$ cat src/rtl/comparador_serial.sv
// Bit-serial magnitude comparator: walks the latched operands one bit pair per
// cycle, MSB-first (optional early exit) or LSB-first (last difference wins).
module comparador_serial #(
   parameter int N          = 8,
   parameter bit EARLY_EXIT = 1'b1
) (
   input  logic                       clk,
   input  logic                       rst_n,
   input  logic                       start,
   input  logic                       dir,
   input  logic [N-1:0]               wordA,
   input  logic [N-1:0]               wordB,
   output logic                       busy,
   output logic                       done,
   output logic                       gt,
   output logic                       eq,
   output logic                       lt,
   output logic [$clog2(N+1)-1:0]     ciclos
);

   // state   | meaning
   // S_IDLE  | waiting for start; results of the last run held
   // S_RUN   | one bit pair examined per cycle
   // S_DONE  | result valid, done pulsed for exactly one cycle
   localparam int CW = $clog2(N+1);
   localparam int IW = (N > 1) ? $clog2(N) : 1;

   typedef enum logic [1:0] {S_IDLE, S_RUN, S_DONE} state_t;

   state_t          state_q;
   logic [N-1:0]    a_q, b_q;
   logic            dir_q;
   logic [IW-1:0]   idx_q;
   logic            diff_q;
   logic [CW-1:0]   ciclos_q;
   logic            busy_q, done_q, gt_q, eq_q, lt_q;

   logic            a_bit, b_bit, bit_diff, first_hit, early, last_bit;
   logic [CW-1:0]   ciclos_d;
   logic [IW-1:0]   idx_d;

   always_comb begin
      a_bit     = a_q[idx_q];
      b_bit     = b_q[idx_q];
      bit_diff  = a_bit ^ b_bit;
      first_hit = bit_diff && !diff_q && !dir_q;
      early     = first_hit && EARLY_EXIT;
      last_bit  = (ciclos_q == CW'(N-1));
      ciclos_d  = (ciclos_q == CW'(N)) ? ciclos_q : ciclos_q + CW'(1);
      idx_d     = dir_q ? idx_q + IW'(1) : idx_q - IW'(1);
   end

   always_ff @(posedge clk or negedge rst_n) begin
      if (!rst_n) begin
         state_q  <= S_IDLE;
         a_q      <= '0;
         b_q      <= '0;
         dir_q    <= 1'b0;
         idx_q    <= '0;
         diff_q   <= 1'b0;
         ciclos_q <= '0;
         busy_q   <= 1'b0;
         done_q   <= 1'b0;
         gt_q     <= 1'b0;
         eq_q     <= 1'b0;
         lt_q     <= 1'b0;
      end else begin
         case (state_q)
            S_IDLE: begin
               done_q <= 1'b0;
               if (start) begin
                  a_q      <= wordA;
                  b_q      <= wordB;
                  dir_q    <= dir;
                  idx_q    <= dir ? '0 : IW'(N-1);
                  diff_q   <= 1'b0;
                  ciclos_q <= '0;
                  gt_q     <= 1'b0;
                  eq_q     <= 1'b0;
                  lt_q     <= 1'b0;
                  busy_q   <= 1'b1;
                  state_q  <= S_RUN;
               end
            end
            S_RUN: begin
               ciclos_q <= ciclos_d;
               idx_q    <= idx_d;
               // LSB-first keeps overwriting so the most significant difference wins
               if ((dir_q && bit_diff) || first_hit) begin
                  gt_q   <= a_bit;
                  lt_q   <= b_bit;
                  diff_q <= 1'b1;
               end
               if (early || last_bit) begin
                  eq_q    <= !(diff_q || bit_diff);
                  busy_q  <= 1'b0;
                  done_q  <= 1'b1;
                  state_q <= S_DONE;
               end
            end
            S_DONE: begin
               done_q  <= 1'b0;
               state_q <= S_IDLE;
            end
            default: begin
               busy_q  <= 1'b0;
               done_q  <= 1'b0;
               state_q <= S_IDLE;
            end
         endcase
      end
   end

   assign busy   = busy_q;
   assign done   = done_q;
   assign gt     = gt_q;
   assign eq     = eq_q;
   assign lt     = lt_q;
   assign ciclos = ciclos_q;

endmodule

$ cat config.mk
export PLATFORM = sky130hd
export DESIGN_NAME = comparador_serial
export DESIGN_NICKNAME = d
export VERILOG_FILES = /design/src/rtl/comparador_serial.sv
export SDC_FILE = /design/constraint.sdc
export NUM_CORES = 1
export LEC_CHECK = 0
export CORE_MARGIN = 5
export CORE_UTILIZATION = 60
export DETAILED_ROUTE_END_ITERATION = 8
export DONT_BUFFER_PORTS = 1
export PLACE_DENSITY = 0.75
export SLEW_MARGIN = 25
export SYNTH_ARGS = -nofsm -noshare
export SYNTH_HDL_FRONTEND = slang
export SYNTH_SLANG_ARGS = --single-unit
$ cat constraint.sdc
create_clock -name clk -period 2.5 [get_ports clk]
set_clock_uncertainty 0.05 [all_clocks]
set_input_delay 0.625 -clock clk [delete_from_list [all_inputs] [get_ports clk]]
set_output_delay 0.625 -clock clk [all_outputs]
set_load 0.02 [all_outputs]
# Word-level counts from Yosys, hierarchy flattened
# Index checks and enable logic that the tools add are counted.
# classes
n_addsub,3
magnitude_cmp,1
n_eq_ne,8
n_reduce_logical,18
bitwise_logic,2
n_mux,28
# ops
operator,n
$reduce_and A3 Y1,4
$mux W1,11
$mux W3,3
$mux W4,2
$ne A2 B2 Y1 const B,4
$pmux W1 S2,4
$pmux W4 S2,1
$bmux W1 S3,2
$pmux W3 S2,1
$reduce_and A2 Y1,3
$add A4 B1 Y4 const B,1
$eq A4 B3 Y1 const B,1
$eq A4 B4 Y1 const B,1
$lt A3 B4 Y1 const B,1
$mux W2,2
$pmux W2 S2,1
$add A3 B1 Y3 const B,1
$logic_and A1 B1 Y1,3
$logic_not A1 Y1,3
$logic_or A1 B1 Y1,3
$pmux W1 S3,1
$sub A3 B1 Y3 const B,1
$eq A2 B1 Y1 const B,1
$eq A2 B2 Y1 const B,1
other kinds (4),4
# word_totals
register_bits,32
wordCells,72
output_inout_bits,9

# Depth between registers and ports, before layout
# logic_depth
ltp_word,8
ltp_mapped,7
mapped_depth_nobuf,6

# Least setup slack after synthesis
# OpenSTA, ideal clock, no wires.
# synth_path
path_kind,register to register
startpoint,register idx_q[0]
endpoint,register diff_q
stages_incl_launch_ff,6
slack_ns,0.692
n_path_buf,1
required_ns,2.328
arrival_ns,1.637
path_cell_list,dfrtp_1 buf_6 mux4_2 mux2i_4 xor2_2 a32o_1
# synth_via
elab_chain_cells,8
# synth_rtl
item,line,text
"start, declared",33,logic [IW-1:0] idx_q;
"start signal, assigned",75,idx_q <= dir ? '0 : IW'(N-1);
"start signal, assigned",87,idx_q <= idx_d;
$bmux W1 S3 (on tied branches),"43, 44",
$mux W1 (on tied branches),"43, 44",
$xor A1 B1 Y1 (*),45,bit_diff = a_bit ^ b_bit;
$logic_and A1 B1 Y1 (2 in a row),46,first_hit = bit_diff && !diff_q && !dir_q;
$logic_or A1 B1 Y1 (*),89,if ((dir_q && bit_diff) || first_hit) begin
$ne A2 B2 Y1 (no source line) (*),--,
$reduce_and A3 Y1 (no source line) (*),--,
"end signal, assigned",60,diff_q <= 1'b0;
"end signal, assigned",76,diff_q <= 1'b0;
"end signal, assigned",92,diff_q <= 1'b1;
"end, declared",34,logic diff_q;
# Mark *: on every way between the ends. The rest lies on a longest branch, timed or not. The select of a mux whose other input is x is not followed.
# A chain may end at the register's enable or synchronous reset.

# Worst setup path in the final report
# Ends and elaborated chain as after synthesis.

==> summary.md <==
| Metric | Value |
|---|---|
| Sequential fraction of the synthesis area | `0.4816` |
| First-pass GRT wire length | `6.051 mm` |
| Avg Cell Area, Syn | `9.342 sq um` |
| Clock sink count | `32` |
| Die Ht | `62.65 um` |
| Pwr dens | `1474 nW/um^2` |
| Startpoint Class | `flip-flop` |
| Slew headroom | `0.5477` |
| First-pass iteration count of the detailed router | `4` |
| Chip width | `62.65 um` |
| Synth area leaders | `dfrtp_1 48%, nand2_1 13%, mux4_2 5.4%` |
| RR Startpoint | `idx_q[0]` |
| Number of global-route vias before repair | `1259` |
| Distinct cell type count after synthesis | `34` |
| Slowest CP cell | `mux4_2` |
| Cell area after synthesis | `1663 sq um` |
| Most frequent cells after synthesis | `59 x nand2_1, 32 x dfrtp_1, 8 x a21oi_1, 8 x clkbuf_1, 8 x nor2_1` |
| Fin Setup TNS | `0 ns` |
| Final setup viols | `0` |
| RSZ-0062 raised after global routing | `false` |
| Worst setup path start | `idx_q[0]` |
| Ant diodes | `0` |
| Critical path, cell by cell | `mux4_2 > mux2i_4 > xor2_2 > a32o_1` |
| DR vias | `1239` |
| Die area | `3924 sq um` |
| Total power | `2575 uW` |
| R2R cell count | `4` |
| Worst Hold Class | `in2async` |
| Number of max-cap violations | `0` |
| Total Wirelength | `3.474 mm` |
| CTS root buf | `clkbuf_4` |
| Fmax | `490.9 MHz` |
| Crit. End Element | `flip-flop` |
| # nets final | `201` |
| Max layer used | `met4` |
| DRT met1 WL | `1.463 mm` |
| CP Data Arrival Time | `2.22 ns` |
| Status | `finished, final reports clean` |
| Final worst slack | `0.4628 ns` |
| WL met2 | `1.717 mm` |
| Leak pwr | `0.0008172 uW` |
| Core Area | `2710 sq um` |
| Synth Register Bits | `32` |
| Max Slew Vio Count | `0` |
| Row cnt | `19` |
| Initial antenna violation count | `0` |
| Actual slew at the worst max-slew pin | `0.6770 ns` |
| Total CTS buffers | `5` |
| Proportion of layout cells with a drive suffix above 1 | `0.1061` |
| Final HPWL DP | `2.466 mm` |
| # H-tree levels | `2` |
| Leading area contributor after synthesis | `dfrtp_1` |
| Setup Crit Path Kind | `reg2reg` |
| Clock tree buffer depth | `2` |
| Final ANT Viol Nets | `0` |
| Vias per Instance | `5.900` |
| RePlAce Congestion | `0.8110` |
| Grt ovf | `0` |
| CTS tree | `yes` |
| Cts repair resizes | `0` |
| Top-count cell post-synth | `nand2_1` |
| Ys async rst share | `1.000` |
| DRC | `0` |
| Total GRT Usage | `0.1961` |
| Port Buffers | `0` |
| Mapped Nets | `201` |
| Clock Pin Slew Worst Setup and Hold Paths | `0.10 ns` |
| Post-synthesis cell count | `178` |
| Clock latency on the worst-skew pair | `0.33 ns` |
| Peak VDD IR | `0.8909 mV` |
| Avg WL per Cell | `16.54 um` |
| Reg2reg setup slack | `0.46 ns` |
| Yosys top cell area share | `0.4816` |
| Met3 Wirelength | `228 um` |
| Clock share of power | `0.120` |
| Fin crit share | `0.8149` |
| NetSw | `1122 uW` |
| Gate power share | `0.453` |
| Initial DRC Count | `119` |
| Internal cell power | `1453 uW` |
| Number of flops mapped to enable cells by yosys | `0` |
| Synth Flop Type | `dfrtp_1` |
| Hold Vio Cnt, Final | `0` |
| Reg-to-reg endpoint | `diff_q` |
| Largest net degree at the start of global routing | `33` |
| Initial cell density of the core | `0.6136` |
| CP Max Fanout | `8` |
| Sequential share of power | `0.427` |
| Setup WS pre-CTS | `0.4575 ns` |
| Area grow syn2layout | `5.042%` |
| Critical path required time | `2.68 ns` |
| Crit path time final | `2.037 ns` |
| IO Pins | `29` |
| Switching portion of total power | `0.4358` |
| Synth warn | `0` |
| Delay of the slowest cell on the worst path | `0.58 ns` |
| Fillcell total | `237` |
power by group through the flow:
| stage | clock, uW | sequential, uW | combinational, uW |
|---|---|---|---|
| finish | 309 | 1100 | 1170 |
| global route | 344 | 1150 | 1310 |
| CTS | 313 | 1100 | 1170 |
| detailed placement | 0 | 1120 | 1140 |
| global placement | 0 | 1100 | 1090 |
| floorplan | 0 | 989 | 1050 |
logic make-up after synthesis:
kind of cell             share of synthesized area
AO/OA/AOI/OAI                               0.1400
XOR/XNOR                                   0.02032
adder cells (fa/ha/maj)                    0.02709
buffers and inverters                      0.04064
flip-flops                                  0.4816
multiplexers                               0.08126
AND/OR/NAND/NOR                             0.2092
final cells by class:
| cell class | count | area (sq um) | area share |
|---|---|---|---|
| clock buffer | 8 | 58.81 | 0.03367 |
| timing repair buffer | 2 | 27.53 | 0.01576 |
| multi-input combinational | 130 | 794.5 | 0.4549 |
| tap | 31 | 38.79 | 0.02221 |
| inverter | 7 | 26.28 | 0.01504 |
| sequential | 32 | 800.8 | 0.4585 |
stage by stage:
step | util | instances | cell area, sq um | hold WS (ns)
detailed placement | 0.6154 | 201 | 1668 | 0.2804
finish | 0.6445 | 210 | 1747 | 0.04754
global route | 0.6445 | 210 | 1747 | 0.03470
CTS | 0.6445 | 210 | 1747 | 0.05233
floorplan | - | 178 | 1663 | 0.2794
global placement | 0.6154 | 201 | 1668 | 0.2804
repair_timing:
item | 4_1_cts | 5_1_grt
buffers inserted | 0 | 0
hold buffers | 1 | 0
hold endpoints to repair | 32 | 0
cells in the final DEF, fill, tap and decap left out:
master,count
nand2_1,59
dfrtp_1,32
nor2_1,8
a21oi_1,8
inv_1,7
o21ai_0,6
clkbuf_4,5
mux4_2,4
nand2b_1,3
nor2b_1,3
o21bai_1,3
nand3_1,3
o22ai_1,3
o211ai_1,3
nand3b_1,2
mux2i_4,2
or2_2,2
a31oi_1,2
a32o_1,2
xnor2_1,2
nor3_1,2
ha_1,2
clkbuf_1,2
a22oi_1,1
xor2_2,1
o21ai_1,1
nand4_1,1
a21o_1,1
a22o_1,1
o32a_1,1
o31ai_1,1
o31a_2,1
a211o_2,1
fa_1,1
clkbuf_8,1
buf_12,1
buf_4,1
how the worst max path moves through the flow:
stage | endpoint | cells after the start | slack, ns
global placement | diff_q | 4 | 0.53
finish | diff_q | 4 | 0.46
CTS | diff_q | 4 | 0.45
global route | diff_q | 4 | 0.33
floorplan | diff_q | 5 | 0.69
detailed placement | diff_q | 4 | 0.46
worst max-delay path: cells and delay by family, from the launching register on:
family / cells / cell delay, ns
mux: 2 / 0.89
flops: 1 / 0.56
compound gates: 1 / 0.27
xor+xnor: 1 / 0.16
registers in the layout (all words and copies together), names as in the netlist:
signal,cells
ciclos,4
eq,1
busy,1
lt,1
a_q,8
idx_q,3
state_q,2
b_q,8
gt,1
diff_q,1
dir_q,1
done,1
metal layers:
| metal | vias up | global-route usage |
|---|---|---|
| li1 | 598 | - |
| met1 | 594 | 0.2600 |
| met2 | 38 | 0.2940 |
| met3 | 9 | 0.07014 |
| met4 | 0 | 0.07427 |
| met5 | - | 0 |
Note: power is estimated with default switching activity, not from simulation.
